==> config.mk <==
export PLATFORM = sky130hd
export DESIGN_NAME = wb_cmd_master
export DESIGN_NICKNAME = d
export VERILOG_FILES = /design/src/rtl/wb_cmd_master.sv
export SDC_FILE = /design/constraint.sdc
export NUM_CORES = 1
export LEC_CHECK = 0
export CORE_MARGIN = 2
export CORE_UTILIZATION = 54
export CTS_BUF_LIST = sky130_fd_sc_hd__clkbuf_4
export DETAILED_ROUTE_END_ITERATION = 8
export HOLD_SLACK_MARGIN = 0.03
export PLACE_DENSITY = 0.83
export REMOVE_ABC_BUFFERS = 1
export SYNTH_ARGS = -nofsm -noshare
export SYNTH_HDL_FRONTEND = slang
export SYNTH_SLANG_ARGS = --single-unit
==> constraint.sdc <==
create_clock -name clk -period 2.5 [get_ports clk]
set_input_delay 0.25 -clock clk [delete_from_list [all_inputs] [get_ports clk]]
set_output_delay 0.25 -clock clk [all_outputs]
set_load 0.01 [all_outputs]
==> src/rtl/wb_cmd_master.sv <==
// Byte-stream command master: parses {we, adr} commands (plus 4 write bytes),
// runs one Wishbone classic cycle with an ack timeout, and streams back status/read data.
module wb_cmd_master #(
  parameter int unsigned ACK_TIMEOUT = 16
) (
  input  logic        clk,
  input  logic        rst,
  input  logic [7:0]  rx_data,
  input  logic        rx_valid,
  output logic        rx_ready,
  output logic [7:0]  tx_data,
  output logic        tx_valid,
  input  logic        tx_ready,
  output logic        wb_stb_o,
  output logic        wb_cyc_o,
  output logic        wb_we_o,
  output logic [6:0]  wb_adr_o,
  output logic [31:0] wb_dat_o,
  input  logic [31:0] wb_dat_i,
  input  logic        wb_ack_i
);

  localparam logic [7:0] TmoLast = 8'(ACK_TIMEOUT - 1);

  typedef enum logic [1:0] {StIdle, StWdata, StBus, StResp} state_e;

  state_e      state_q;
  logic        cmd_we_q;
  logic [1:0]  byte_cnt_q;
  logic [7:0]  tmo_cnt_q;
  logic [2:0]  tx_idx_q;
  logic [31:0] rdata_q;

  always_ff @(posedge clk or negedge rst) begin
    if (!rst) begin
      state_q    <= StIdle;
      cmd_we_q   <= 1'b0;
      byte_cnt_q <= 2'd0;
      tmo_cnt_q  <= 8'd0;
      tx_idx_q   <= 3'd0;
      rdata_q    <= 32'd0;
      rx_ready   <= 1'b0;
      tx_data    <= 8'd0;
      tx_valid   <= 1'b0;
      wb_stb_o   <= 1'b0;
      wb_cyc_o   <= 1'b0;
      wb_we_o    <= 1'b0;
      wb_adr_o   <= 7'd0;
      wb_dat_o   <= 32'd0;
    end else begin
      unique case (state_q)
        StIdle: begin
          rx_ready <= 1'b1;
          if (rx_valid && rx_ready) begin
            cmd_we_q   <= rx_data[7];
            wb_adr_o   <= rx_data[6:0];
            byte_cnt_q <= 2'd0;
            if (rx_data[7]) begin
              state_q <= StWdata;
            end else begin
              state_q   <= StBus;
              rx_ready  <= 1'b0;
              wb_stb_o  <= 1'b1;
              wb_cyc_o  <= 1'b1;
              wb_we_o   <= 1'b0;
              tmo_cnt_q <= 8'd0;
            end
          end
        end
        StWdata: begin
          if (rx_valid && rx_ready) begin
            wb_dat_o[{byte_cnt_q, 3'b000} +: 8] <= rx_data;
            byte_cnt_q <= byte_cnt_q + 2'd1;
            if (byte_cnt_q == 2'd3) begin
              state_q   <= StBus;
              rx_ready  <= 1'b0;
              wb_stb_o  <= 1'b1;
              wb_cyc_o  <= 1'b1;
              wb_we_o   <= 1'b1;
              tmo_cnt_q <= 8'd0;
            end
          end
        end
        StBus: begin
          // Ack wins over timeout, including on the final allowed cycle.
          if (wb_ack_i || (tmo_cnt_q == TmoLast)) begin
            state_q  <= StResp;
            wb_stb_o <= 1'b0;
            wb_cyc_o <= 1'b0;
            tx_valid <= 1'b1;
            tx_idx_q <= 3'd0;
            tx_data  <= wb_ack_i ? 8'h00 : 8'h01;
            rdata_q  <= (wb_ack_i && !cmd_we_q) ? wb_dat_i : 32'd0;
          end else begin
            tmo_cnt_q <= tmo_cnt_q + 8'd1;
          end
        end
        StResp: begin
          if (tx_ready) begin
            if (cmd_we_q || (tx_idx_q == 3'd4)) begin
              state_q  <= StIdle;
              tx_valid <= 1'b0;
              tx_data  <= 8'd0;
              rx_ready <= 1'b1;
            end else begin
              tx_data  <= rdata_q[{tx_idx_q[1:0], 3'b000} +: 8];
              tx_idx_q <= tx_idx_q + 3'd1;
            end
          end
        end
        default: state_q <= StIdle;
      endcase
    end
  end

endmodule
# == Yosys cells after proc, flatten, opt, wreduce, memory -nomap -nowiden ==
# Cells that the tools add are included.
# totals
ff_bits,99
latchBits,0
ram_bits,0
mem_bits_ro,0
word_cells,105
n_memories,0
# op_classes
addsub,4
mul,0
div,0
n_lt_le_gt_ge,0
eq_ne,15
shift,3
n_mux,48
bitwise_logic,0
n_reduce_logical,22
# ops
operator,n
$mux 8,8
$bwmux 32,1
$mux 32,1
$shift 8x7->32 const A,1
$shiftx 32x6->8,1
$shiftx 8x7->32,1
$pmux 8 s3,1
$mux 2,9
$ne 2x2->1 const B,9
$reduce_and 6->1,3
$mux 1,17
$pmux 8 s2,1
$reduce_and 5->1,2
$mux 3,3
$add 8x1->8 const B,1
$eq 8x4->1 const B,1
$pmux 2 s4,1
$reduce_and 4->1,2
$neg 5->7,1
$eq 2x2->1 const B,3
$pmux 1 s3,2
$pmux 3 s2,1
$reduce_and 2->1,3
$reduce_and 3->1,2
other kinds (12),17

# == Depth between registers and ports, before layout ==
# Gate-level depths: netlist (run 1).
# depth
word_depth,5
mapped_depth,8
depth_no_buf,6

# == Worst setup path after synthesis (run 1) ==
# OpenSTA, ideal clock, no wires.
# synth_path
kind,reg-to-reg
start,reg state_q[0]
end,reg tmo_cnt_q[3]
setup_time_ns,0.121
arrival_time_ns,1.848
required_ns,2.379
setup_slack_ns,0.531
stages_incl_launch_ff,7
n_path_buf,0
cell_sequence,dfrtp_1 inv_1 ha_1 a2bb2oi_1 a2111oi_2 o21ai_0 a22o_1
# synth_between
elab_chain_len,3
word_cells_on_any_way,11
classes_between,eq/ne: 7; mux: 1; reduce/logical: 3
# synth_lines
element,line,text
from (decl),27,state_e state_q;
from (signal assigned),36,state_q <= StIdle;
from (signal assigned),59,state_q <= StWdata;
from (signal assigned),61,state_q <= StBus;
$eq 2x2->1 (tied with other cells),51,unique case (state_q)
$ne 2x2->1 (no line) or $reduce_bool 3->1 (tied branches),n/a,
$reduce_and 6->1 (no line),n/a,
to (signal assigned),95,tmo_cnt_q <= tmo_cnt_q + 8'd1;
to (decl),30,logic [7:0] tmo_cnt_q;
# Several ways; a longest one is shown, not always the timed one.
# A chain may end at the register's enable or synchronous reset.

# == Worst setup path in the final report (run 1) ==
# layout_path
start,reg state_q[0]
end,reg tmo_cnt_q[7]
# Same word-level chain as after synthesis.

==> results.json, run 1 <==
{
  "status": "complete, no violations",
  "die_area_um2": 9774,
  "fin_ws_ps": 274.7,
  "grt_max_degree": 45,
  "fin_crit_sh_pct": 89.01,
  "cts_buffer_depth": 2,
  "ios": 97,
  "arrival_ps": 2560,
  "track_usage_pct": 23.81,
  "dieHeight_um": 98.87,
  "skew_ps": 22.30,
  "rsz0062_at_grt": "no",
  "die_w_um": 98.87,
  "hold_violations": 0,
  "synth-warning-count": 0,
  "design_area_um2": 6175,
  "dp_slack_ps": 178.9,
  "path_clk_slew_ps": 150,
  "clock_sinks": 99,
  "via_per_inst": 5.808,
  "peakVddDrop_mv": 0.4332,
  "syn_area_um2": 4860,
  "final_common_cell": "nand2_1",
  "synth_area_leaders": "dfrtp_1 51%, o21ai_0 9.1%, nand2_1 8.3%",
  "setup-violations-final": 0,
  "grt_pass1_vias": 3957,
  "drc": 0,
  "path_max_fanout": 6,
  "numPortBuffers": 96,
  "synthDistinctLibCells": 45,
  "busiest_layer": "met2",
  "placed_cell_area_um2": 5998,
  "slowest_stage": "dfrtp_1",
  "htree_num_levels": 3,
  "cts_buffers": 9,
  "dpl.hpwl_um": 8105,
  "cpPeakStageDelay_ps": 430,
  "layout-drive-gt1-share_pct": 10.60,
  "synth_cells": 486,
  "clk_latency_ps": 450,
  "async_reset_ff_share_pct": 100.0,
  "critPathCaptureType": "flip-flop",
  "required_ps": 2840,
  "cap_violations": 0,
  "critical_path_class": "reg2reg",
  "synth_ff_type": "dfrtp_1",
  "cellLeakagePower_nw": 2.683,
  "synth_edf_count": 0,
  "grt-ovfl-total": 0,
  "hold_path_class": "in2async",
  "cts-root-buf": "clkbuf_4",
  "tightest_slew_ps": 653.3,
  "max_freq_ghz": 0.4494,
  "syn_avg_cell_area_um2": 9.999,
  "final_antenna_net_count": 0,
  "grt_use_met2_pct": 39.03,
  "relSlewSlack_pct": 56.45,
  "area_growth_syn_to_layout_pct": 27.06,
  "fin_crit_ps": 2225,
  "use_met3_pct": 4.113,
  "layout_common_cells": "108 x nand2_1, 99 x dfrtp_1, 95 x clkdlybuf4s50_1",
  "drt_iter0_drc": 214,
  "final_nets": 642,
  "ys_seq_area_share_pct": 50.98,
  "tritoncts": "done",
  "start_util_pct": 55.72,
  "p_per_area_nw_per_um2": 1020,
  "antenna_found_initial": 0,
  "grt_pass1_wl_um": 18860,
  "dr.pass1.iters": 4,
  "core-area_um2": 8721,
  "placementRows": 34,
  "synth_top_cell_by_area": "dfrtp_1",
  "path_cells": "inv_1, ha_1, a2bb2oi_1, a2111oi_4, o21ai_0, a22o_1",
  "gp_congestion": 0.8088,
  "grtUsageMet1_pct": 31.78,
  "vias": 4025,
  "routed_wl_um": 11200,
  "slew_viol_final": 0,
  "cts_setup_buffers": 0,
  "yosysTopAreaCellShare_pct": 50.98,
  "synth-seq-cells": 99,
  "n_antenna_cell": 0,
  "cp-start-kind": "flip-flop",
  "wl_per_cell_um": 16.16
}
## cell type report
cell class	instances	area, µm²
fillers	646	2546
flip-flops and latches	99	2477
multi-input cells	344	2232
repair buffers	118	1139
well taps	108	135.1
clock inverters	5	86.33
clock buffers	9	67.56
inverters	10	37.54
## worst max-delay path: cells and delay by family (launching register included)
family / cells / cell delay, ps
adders and majority gates: 1 / 310
DFF: 1 / 430
buffers and inverters: 1 / 140
AOI/OAI and AO/OA: 4 / 1240
## synthesized netlist by cell type (2+ instances only)
library cell    n
buf_1           3
o31ai_1         8
dfrtp_1        99
a21oi_1         4
nand4_1         2
ha_1           15
mux4_2          8
or3_1           3
a2bb2oi_1       2
o21ai_0        88
and3_1          3
nor2_1          6
nand3_1        14
clkbuf_1       28
mux2i_1         7
inv_1           9
a22o_1          5
nand2_1       108
a31oi_1         2
nand4b_1       33
a21o_1          2
mux2_2         10
nor3b_1         5
## final timing paths
path	start	endpoint	slack (ps)	cells after the start
max	state_q[0]$_DFFE_PN0P_	tmo_cnt_q[7]$_DFFE_PN0P_	270	6
min	rst	wb_dat_o[10]$_DFFE_PN0P_	320	2
max reg2reg	state_q[0]$_DFFE_PN0P_	tmo_cnt_q[7]$_DFFE_PN0P_	270	6
min reg2reg	wb_dat_o[14]$_DFFE_PN0P_	wb_dat_o[14]$_DFFE_PN0P_	500	2
max in group asynchronous	rst	rdata_q[19]$_DFFE_PN0P_	1540	3
min in group clk	wb_dat_i[17]	rdata_q[17]$_DFFE_PN0P_	350	3
## registers in the layout (all words and copies together), names as in the netlist
signal	count
wb_cyc_o	1
wb_we_o	1
rdata_q	32
tmo_cnt_q	8
tx_data	8
wb_adr_o	7
byte_cnt_q	2
cmd_we_q	1
rx_ready	1
tx_idx_q	3
tx_valid	1
wb_dat_o	32
state_q	2
## power breakdown
group,switching [mW],internal [mW],total (mW)
clock network,0.532,0.405,0.936
logic,1.52,1.41,2.93
registers,0.325,2.10,2.43
## routing by layer
| layer | share of wire (%) | vias up |
|---|---|---|
| li1 | - | 1931 |
| met1 | 44 | 1930 |
| met2 | 48 | 142 |
| met3 | 6.5 | 22 |
| met4 | 1.9 | 0 |
| met5 | 0 | - |
## repair_timing
item / CTS / global route
endpoints found under the setup margin: 0 / 4
hold endpoints to repair: 41 / 0
gates resized for setup: 0 / 1
hold buffers: 1 / 0
## logic make-up (layout without fill, tap and decap cells)
kind of cell,after synthesis,in the layout,synth area share (%)
buffers and inverters,43,142,3.424
and+or+nand+nor,182,182,19.54
muxes,25,25,7.467
AOI/OAI and AO/OA,122,122,14.73
adders and majority gates,15,15,3.862
DFF,99,99,50.98
## per-stage QoR
stage	util, %	instances	hold slack, ps	total power [mW]	setup TNS, ps
finish	70.80	693	322.5	6.297	0
global route	70.80	693	335.3	6.721	0
CTS	70.66	693	309.2	6.285	0
detailed placement	68.78	678	273.1	5.354	0
global placement	68.78	678	271.1	5.216	0
floorplan	-	453	-45.59	4.068	-9555
Power figures use the tool's default switching activity.
==> run 2: changes to the inputs <==
--- a/config.mk
+++ b/config.mk
@@ -5,6 +5,7 @@
 export SDC_FILE = /design/constraint.sdc
 export NUM_CORES = 1
 export LEC_CHECK = 0
+export CAP_MARGIN = 25
 export CORE_MARGIN = 2
 export CORE_UTILIZATION = 54
 export CTS_BUF_LIST = sky130_fd_sc_hd__clkbuf_4
==> results of run 2 <==
The final DEF is identical to that of run 1; final timing and power are the same.
